<file path="src/rtl/aes_dec_pkg.sv">
// aes_dec_pkg: shared types, sizes and GF(2^8) helpers for the AES decryption round stage
package aes_dec_pkg;
    localparam int NCOL = 4;
    localparam int CW   = 32;

    typedef enum logic [1:0] {IDLE, MIX, DONE} state_e;

    function automatic logic [7:0] xtime(input logic [7:0] a);
        return {a[6:0], 1'b0} ^ (a[7] ? 8'h1b : 8'h00);
    endfunction

    function automatic logic [7:0] mul9(input logic [7:0] a);
        return xtime(xtime(xtime(a))) ^ a;
    endfunction

    function automatic logic [7:0] mulb(input logic [7:0] a);
        return xtime(xtime(xtime(a))) ^ xtime(a) ^ a;
    endfunction

    function automatic logic [7:0] muld(input logic [7:0] a);
        return xtime(xtime(xtime(a))) ^ xtime(xtime(a)) ^ a;
    endfunction

    function automatic logic [7:0] mule(input logic [7:0] a);
        return xtime(xtime(xtime(a))) ^ xtime(xtime(a)) ^ xtime(a);
    endfunction
endpackage

</file>
<file path="src/rtl/inv_addkey_mixcol_stage_if.sv">
// inv_addkey_mixcol_stage_if: upstream/downstream handshake bundle of the round stage
interface inv_addkey_mixcol_stage_if;
    import aes_dec_pkg::*;
    logic                 in_valid;
    logic                 in_ready;
    logic [NCOL*CW-1:0]   in_state;
    logic [NCOL*CW-1:0]   in_key;
    logic                 in_skip_mix;
    logic                 out_valid;
    logic                 out_ready;
    logic [NCOL*CW-1:0]   out_state;
    logic                 busy;

    modport master (
        output in_valid, in_state, in_key, in_skip_mix, out_ready,
        input  in_ready, out_valid, out_state, busy
    );
    modport slave (
        input  in_valid, in_state, in_key, in_skip_mix, out_ready,
        output in_ready, out_valid, out_state, busy
    );
endinterface

</file>
<file path="src/rtl/inv_mix_col_word.sv">
// inv_mix_col_word: InvMixColumns on one 32-bit column, byte 0 in the MSBs
module inv_mix_col_word
    import aes_dec_pkg::*;
(
    input  logic [CW-1:0] col_i,
    output logic [CW-1:0] col_o
);
    logic [7:0] a0, a1, a2, a3;

    assign {a0, a1, a2, a3} = col_i;
    assign col_o = {mule(a0) ^ mulb(a1) ^ muld(a2) ^ mul9(a3),
                    mul9(a0) ^ mule(a1) ^ mulb(a2) ^ muld(a3),
                    muld(a0) ^ mul9(a1) ^ mule(a2) ^ mulb(a3),
                    mulb(a0) ^ muld(a1) ^ mul9(a2) ^ mule(a3)};
endmodule

</file>
<file path="src/rtl/inv_addkey_mixcol_stage.sv">
// inv_addkey_mixcol_stage: AddRoundKey then column-serial InvMixColumns (skippable for the last round)
module inv_addkey_mixcol_stage
    import aes_dec_pkg::*;
(
    input  logic                      clk,
    input  logic                      rst_n,
    inv_addkey_mixcol_stage_if.slave  bus
);
    state_e               state_q;
    logic [1:0]           col_q;
    logic [NCOL*CW-1:0]   buf_q;
    logic [CW-1:0]        mix_in;
    logic [CW-1:0]        mix_out;

    // column 0 lives in the top word, so the word index is the inverted count
    assign mix_in = buf_q[{~col_q, 5'd0} +: CW];

    inv_mix_col_word u_mix (.col_i(mix_in), .col_o(mix_out));

    always_ff @(posedge clk or negedge rst_n) begin
        if (!rst_n) begin
            state_q <= IDLE;
            col_q   <= 2'd0;
            buf_q   <= '0;
        end else begin
            case (state_q)
                IDLE: if (bus.in_valid) begin
                    buf_q   <= bus.in_state ^ bus.in_key;
                    col_q   <= 2'd0;
                    state_q <= bus.in_skip_mix ? DONE : MIX;
                end
                MIX: begin
                    buf_q[{~col_q, 5'd0} +: CW] <= mix_out;
                    col_q                       <= col_q + 2'd1;
                    state_q                     <= (col_q == 2'd3) ? DONE : MIX;
                end
                DONE: state_q <= bus.out_ready ? IDLE : DONE;
                default: state_q <= IDLE;
            endcase
        end
    end

    assign bus.in_ready  = state_q == IDLE;
    assign bus.out_valid = state_q == DONE;
    assign bus.busy      = state_q != IDLE;
    assign bus.out_state = buf_q;
endmodule

</file>
<file path="src/flat_wrapper.sv">
// flat-port wrapper written by rule: the top's interface ports become plain ports
module inv_addkey_mixcol_stage_flat import aes_dec_pkg::*;
  (clk, rst_n, bus_in_valid, bus_in_state, bus_in_key, bus_in_skip_mix, bus_out_ready, bus_in_ready, bus_out_valid, bus_out_state, bus_busy);
  inv_addkey_mixcol_stage_if bus_i ();
  input  logic clk;
  input  logic rst_n;
  input wire logic [$bits(bus_i.in_valid)-1:0] bus_in_valid;
  input wire logic [$bits(bus_i.in_state)-1:0] bus_in_state;
  input wire logic [$bits(bus_i.in_key)-1:0] bus_in_key;
  input wire logic [$bits(bus_i.in_skip_mix)-1:0] bus_in_skip_mix;
  input wire logic [$bits(bus_i.out_ready)-1:0] bus_out_ready;
  output wire logic [$bits(bus_i.in_ready)-1:0] bus_in_ready;
  output wire logic [$bits(bus_i.out_valid)-1:0] bus_out_valid;
  output wire logic [$bits(bus_i.out_state)-1:0] bus_out_state;
  output wire logic [$bits(bus_i.busy)-1:0] bus_busy;
  assign bus_i.in_valid = bus_in_valid;
  assign bus_i.in_state = bus_in_state;
  assign bus_i.in_key = bus_in_key;
  assign bus_i.in_skip_mix = bus_in_skip_mix;
  assign bus_i.out_ready = bus_out_ready;
  assign bus_in_ready = bus_i.in_ready;
  assign bus_out_valid = bus_i.out_valid;
  assign bus_out_state = bus_i.out_state;
  assign bus_busy = bus_i.busy;
  inv_addkey_mixcol_stage u_core (.clk(clk), .rst_n(rst_n), .bus(bus_i));
endmodule
</file>
<file path="config.mk">
export PLATFORM = sky130hd
export DESIGN_NAME = inv_addkey_mixcol_stage_flat
export DESIGN_NICKNAME = d
export VERILOG_FILES = /design/src/rtl/aes_dec_pkg.sv /design/src/rtl/inv_addkey_mixcol_stage_if.sv /design/src/rtl/inv_mix_col_word.sv /design/src/rtl/inv_addkey_mixcol_stage.sv /design/src/flat_wrapper.sv
export SDC_FILE = /design/constraint.sdc
export NUM_CORES = 1
export LEC_CHECK = 0
export ABC_AREA = 1
export BUFFER_PORTS_ARGS = -buffer_cell sky130_fd_sc_hd__clkbuf_2
export CAP_MARGIN = 10
export CORE_UTILIZATION = 35
export CTS_BUF_LIST = sky130_fd_sc_hd__clkbuf_4
export CTS_CLUSTER_DIAMETER = 200
export DETAILED_ROUTE_END_ITERATION = 8
export PLACE_DENSITY = 0.69
export SLEW_MARGIN = 20
export SYNTH_ARGS = -nofsm -noshare
export SYNTH_HDL_FRONTEND = slang
export SYNTH_SLANG_ARGS = --single-unit
</file>
<file path="constraint.sdc">
create_clock -name clk -period 3 [get_ports clk]
set_clock_uncertainty 0.2 [all_clocks]
set_input_delay 0.6 -clock clk [delete_from_list [all_inputs] [get_ports clk]]
set_output_delay 0.6 -clock clk [all_outputs]
set_load 0.05 [all_outputs]
</file>
## Word-level counts from Yosys, hierarchy flattened

Index checks and enable logic that the tools add are counted.

| cells by class | value |
|---|---|
| eq/ne operators | 4 |
| add/sub/neg operators | 2 |
| mux-type cells | 22 |
| magnitude comparators | 0 |
| shifts and indexed selects | 3 |
| bitwise gates (word level) | 50 |
| div/mod/pow operators | 0 |
| multiply operators | 0 |
| reduce and logical (&&, ||, !) cells | 4 |

Operator list:

| kind | number |
|---|---|
| 8-bit bitwise XOR | 41 |
| 128-bit one-hot mux with 2 select lines | 1 |
| 128-bit bitwise mux | 1 |
| 128-bit two-way mux | 1 |
| 32-bit by 9-bit variable shift with 128-bit output, first input constant | 1 |
| 128-bit by 8-bit indexed part select with 32-bit output | 1 |
| 32-bit by 9-bit indexed part select with 128-bit output | 1 |
| 128-bit bitwise XOR | 1 |
| 5-bit two-way mux | 12 |
| 8-bit by 5-bit bitwise XOR with 8-bit output | 7 |
| 2-bit two-way mux | 5 |
| 7-bit negation with 9-bit output | 1 |
| 2-bit one-hot mux with 3 select lines | 1 |
| 2-bit equality test, second input constant | 2 |
| 2-bit one-hot mux with 2 select lines | 1 |
| 2-bit nonzero test | 2 |
| 2-bit by 1-bit adder with 2-bit output, second input constant | 1 |
| 2-bit by 1-bit equality test with 1-bit output, second input constant | 1 |
| 2-bit zero test | 1 |
| 2-bit != test, second input constant | 1 |
| 2-bit NOT | 1 |
| 2-bit AND reduction | 1 |

| word-level totals | value |
|---|---|
| word-level logic and storage cells | 88 |
| bits in writable memories | 0 |
| bits in latches | 0 |
| ROM bits | 0 |
| memories | 0 |
| flip-flop bits (word level) | 132 |
| bits of input ports | 261 |
| output and inout port bits | 131 |

## Logic depth before layout (Yosys ltp)

| logic depth | value |
|---|---|
| word-level depth | 16 |
| depth in mapped cells | 22 |
| mapped depth without buffers | 20 |

## Cells and area by module

A second synthesis with hierarchy kept.

| unflattened totals | value |
|---|---|
| cells, all modules | 2403 |
| area, all modules | 13726.9 sq um |

Modules (own cells, without submodules):

| module | area an instance (sq um) | seq. area each (sq um) | times used | cells each |
|---|---|---|---|---|
| inv_addkey_mixcol_stage | 10089.7 | 3303.2 | 1 | 1741 |
| inv_mix_col_word | 3637.2 | 0.0 | 1 | 662 |

## Worst setup path before layout

Ideal clock, no wire load.

| timing path | value |
|---|---|
| path kind | reg2reg |
| start point | register u_core.state_q[1] |
| end point | register u_core.buf_q[66], in the netlist u_core.bus.out_state[66] |
| library setup time | 78 ps |
| slack | 417 ps |
| data required time | 2722 ps |
| arrival time | 2306 ps |
| clock period less this slack | 2583 ps |
| path buffers | 2 |
| stages on the path, launching flop included | 10 |
| cell sequence | dfrtp_1 -> nor2_1 -> nand2_1 -> nand2_1 -> o21ai_1 -> inv_1 -> buf_4 -> clkbuf_1 -> nor2_1 -> a21oi_1 |

| on the way | value |
|---|---|
| longest elaborated chain between the ends | 3 |
| elaborated cells between the ends (all ways) | 6 |
| those cells by class | 2 x eq/ne; 1 x mux; 3 x reduce/logical |

Ends and longest elaborated chain:

| item | line | source |
|---|---|---|
| start: declaration | inv_addkey_mixcol_stage.sv:9 | `state_e state_q;` |
| start signal: assignment | inv_addkey_mixcol_stage.sv:30 | `state_q <= bus.in_skip_mix ? DONE : MIX;` |
| start signal: assignment | inv_addkey_mixcol_stage.sv:35 | `state_q <= (col_q == 2'd3) ? DONE : MIX;` |
| start signal: assignment | inv_addkey_mixcol_stage.sv:37 | `DONE: state_q <= bus.out_ready ? IDLE : DONE;` |
| 2-bit zero test * | -- |  |
| named net bus_in_ready | flat_wrapper.sv:12 | `output wire logic [$bits(bus_i.in_ready)-1:0] bus_in_ready;` |
| 2-bit != test (no source line) or 2-bit nonzero test (tied branches) | -- |  |
| 2-bit AND reduction (no source line) | -- |  |
| end signal: assignment | inv_addkey_mixcol_stage.sv:28 | `buf_q <= bus.in_state ^ bus.in_key;` |
| end signal: indexed assignment | inv_addkey_mixcol_stage.sv:33 | `buf_q[{~col_q, 5'd0} +: CW] <= mix_out;` |
| end: declaration | inv_addkey_mixcol_stage.sv:11 | `logic [NCOL*CW-1:0] buf_q;` |

The timed path passes the listed nets; every way through them passes the cells marked *.
A chain may end at the register's enable or synchronous reset.

## Worst setup path in the final report

| timing path | value |
|---|---|
| start point | register u_core.col_q[0] |
| end point | register u_core.buf_q[57], in the netlist u_core.bus.out_state[57] |

| on the way | value |
|---|---|
| longest elaborated chain between the ends | 14 |
| elaborated cells between the ends (all ways) | 67 |
| those cells by class | 1 x add/sub; 3 x shift; 14 x mux; 49 x bitwise |

Ends and longest elaborated chain:

| item | line | source |
|---|---|---|
| start: declaration | inv_addkey_mixcol_stage.sv:10 | `logic [1:0] col_q;` |
| start signal: assignment | inv_addkey_mixcol_stage.sv:34 | `col_q <= col_q + 2'd1;` |
| 2-bit NOT * | inv_addkey_mixcol_stage.sv:16, inv_addkey_mixcol_stage.sv:33 |  |
| 128-bit by 8-bit indexed part select with 32-bit output | inv_addkey_mixcol_stage.sv:16 | `assign mix_in = buf_q[{~col_q, 5'd0} +: CW];` |
| 8-bit bitwise XOR, or another cell as far along (2 in series) | aes_dec_pkg.sv:9 | `return {a[6:0], 1'b0} ^ (a[7] ? 8'h1b : 8'h00);` |
| 5-bit two-way mux or 8-bit bitwise XOR (tied branches) | aes_dec_pkg.sv:9 |  |
| 8-bit by 5-bit bitwise XOR with 8-bit output or 8-bit bitwise XOR (tied branches) | aes_dec_pkg.sv:9 |  |
| 8-bit bitwise XOR (on tied branches) (2 in series) | aes_dec_pkg.sv:17, aes_dec_pkg.sv:21, aes_dec_pkg.sv:25 |  |
| 8-bit bitwise XOR (on tied branches) (3 in series) | -- |  |
| 32-bit by 9-bit indexed part select with 128-bit output | inv_addkey_mixcol_stage.sv:33 |  |
| 128-bit bitwise mux * | inv_addkey_mixcol_stage.sv:33 |  |
| 128-bit one-hot mux with 2 select lines * | inv_addkey_mixcol_stage.sv:26 | `case (state_q)` |

Every way passes the cells marked *; elsewhere a longest branch is shown, timed or not.

==> results.toml <==
[status]
status = "finished, violations left"
failed_checks = "setup timing"

[sta]
setup_viol = 6
fin_tns_setup_ns = -0.126
finalHoldViolCount = 0
layout_min_cycle_time_ns = 3.04
fmax_mhz = 329
timing.final.ws_setup_ns = -0.0383
rsz0062_at_grt = "true"
maxSlewViolCount = 0
slew_headroom = 0.589
finalCritPeriodShare = 1.01
worst-slew-pin-transition_ns = 0.616

[global_route]
grt_overflow = 0
grt_max_degree = 74
grt_pass1_wl_um = 92600
grt_pass1_vias = 14900
grt_antenna_before_repair = 2
grt_use_total = 0.325

[logic_synthesis]
synth_cell_types = 40
synth-seq-cells = 132
synth.yosys.warnings = 0
synth_top_area_share = 0.252
yosysTopAreaCell = "dfrtp_1"
synth_edf_count = 0
yosysMostFrequentCell = "nand2_1"
syn_nets = 2324
synth_area_um2 = 13100
synth_ff_type = "dfrtp_1"
syn_inst = 2059
seq_area_frac_synth = 0.252
synthTopCellsByArea = "dfrtp_1, nand2_1, nand3_1, xnor2_1, xor2_1"
ys_async_sr_fraction = 1.00
synth_top_cells_by_count = "nand2_1, nand3_1, nor2_1, inv_1, dfrtp_1"
syn_avg_cell_area_um2 = 6.36

[drt]
drt-total-wl_um = 65300
drc = 0
met1_length_um = 27600
met3_length_um = 5400
top_layer = "met4"
via_per_inst = 5.30
drt_pass1_iterations = 6
wire_per_inst_um = 20.8
vias = 16600
dr_wl_met2_um = 30300
dr.first_iter.drc_count = 1509
antenna_left = 0

[placement]
placed_area_um2 = 17000
place.gp.congestion = 1.04
pre_cts_ws_ns = -0.383
io_buffers = 391
post-dp-hpwl_um = 52000

[die]
ios = 392
dieArea_um2 = 38200
coreArea_um2 = 36700
rows = 70
initial_core_util = 0.357
die_x_um = 195
die_h_um = 195

[clocking]
cts_num_sinks = 132
cts-root-buf = "clkbuf_4"
cts_max_level = 4
clk_pin_slew_ns = 0.18
cts_tree = "yes"
insertion_delay_ns = 0.62
clockBufferDepth = 2
cts_buffers = 17

[setup_path]
crit_required_ns = 3.31
worst-path-max-fanout = 11
endpoint_kind = "flop"
start_kind = "flop"
cp.arrival_ns = 3.35
worstSetupPathType = "reg -> reg"

[finish]
final_area_um2 = 19600
fill_cells = 3654
seq_area_um2 = 3300
fin_nets = 2918
drive_gt1_frac = 0.400
areaGrowthSynthToFinish_pct = 49.7
multi_input_area_um2 = 10200

[flow_run]
maxCapViolCount = 0

[min_path]
min_path_type = "in -> reg"
-- critical path, cell delays in order, from the launching register on --
cell,delay [ns]
dfrtp_2,0.51
buf_6,0.18
clkbuf_16,0.18
nand2_2,0.07
nand3_2,0.12
nand2_8,0.10
buf_12,0.15
buf_4,0.14
xnor2_4,0.16
xor2_1,0.18
xor2_1,0.29
buf_4,0.18
xnor2_2,0.11
buf_6,0.14
nand4_1,0.08
a21oi_1,0.17
-- logic make-up after synthesis --
family	count (synthesis)	share of synthesized area
AOI/OAI and AO/OA	275	0.109
and+or+nand+nor	1189	0.394
xor gates and xnor gates	218	0.160
DFF	132	0.252
buffers and inverters	241	0.0801
adders and majority gates	4	0.00382
-- per-stage QoR --
step	instances	util	hold WS (ns)
2_1_floorplan	2059	-	0.104
3_3_place_gp	3028	0.463	0.321
3_5_place_dp	3028	0.463	0.325
4_1_cts	3065	0.478	0.0194
5_1_grt	3136	0.534	0.0555
6_report	3136	0.534	0.0583
-- sequential cells by signal, indices dropped and copies added, names as in the netlist --
signal                count
u_core.bus.out_state    128
u_core.col_q              2
u_core.state_q            2
-- what timing repair did --
item | CTS | global route
endpoints found under the setup margin | 65 | 118
hold buffers | 1 | 0
resized for setup | 41 | 317
cloned | 1 | 8
hold endpoints to repair | 45 | 0
setup buffers | 3 | 63
pin swaps | 4 | 122
-- cell type report --
| cell class | count | area share |
|---|---|---|
| well taps | 468 | 0.0299 |
| inverters | 152 | 0.0297 |
| flip-flops and latches | 132 | 0.168 |
| clock buffers | 17 | 0.00651 |
| diodes | 2 | 0.000255 |
| repair inverters | 1 | 0.000319 |
| clock inverters | 15 | 0.00976 |
| repair buffers | 663 | 0.233 |
| multi-input cells | 1686 | 0.522 |
-- placed cells by master (no fill, tap or decap), drive strengths merged, types with 4 or more instances in the layout --
cell	count
nand2	747
clkbuf	413
buf	266
nand3	195
nor2	187
inv	157
dfrtp	132
a21oi	120
o21ai	119
xnor2	113
xor2	105
nand4	44
a31oi	34
nand3b	8
clkinv	5
or2	5
ha	4
-- final timing paths --
| check | from | to | slack (ns) | cells after the start |
|---|---|---|---|---|
| min in group asynchronous | rst_n | u_core.bus.out_state[99] | 0.29 | 2 |
| worst min register to register | u_core.bus.out_state[70] | u_core.bus.out_state[70] | 0.37 | 2 |
| worst max-delay path | u_core.col_q[0] | u_core.bus.out_state[57] | -0.04 | 15 |
| worst max register to register | u_core.col_q[0] | u_core.bus.out_state[57] | -0.04 | 15 |
| worst min-delay path | bus_in_state[30] | u_core.bus.out_state[30] | 0.06 | 4 |
| max in group asynchronous | rst_n | u_core.bus.out_state[92] | 1.63 | 3 |
-- routing by layer --
metal | up-vias | track usage
met5 | - | 0
met4 | 0 | 0.0965
met3 | 115 | 0.0472
met2 | 873 | 0.523
met1 | 7843 | 0.450
li1 | 7790 | -
Power is left out: the tool's default activity adds up to more than one toggle a clock period on the data nets, which glitch-free logic cannot reach.
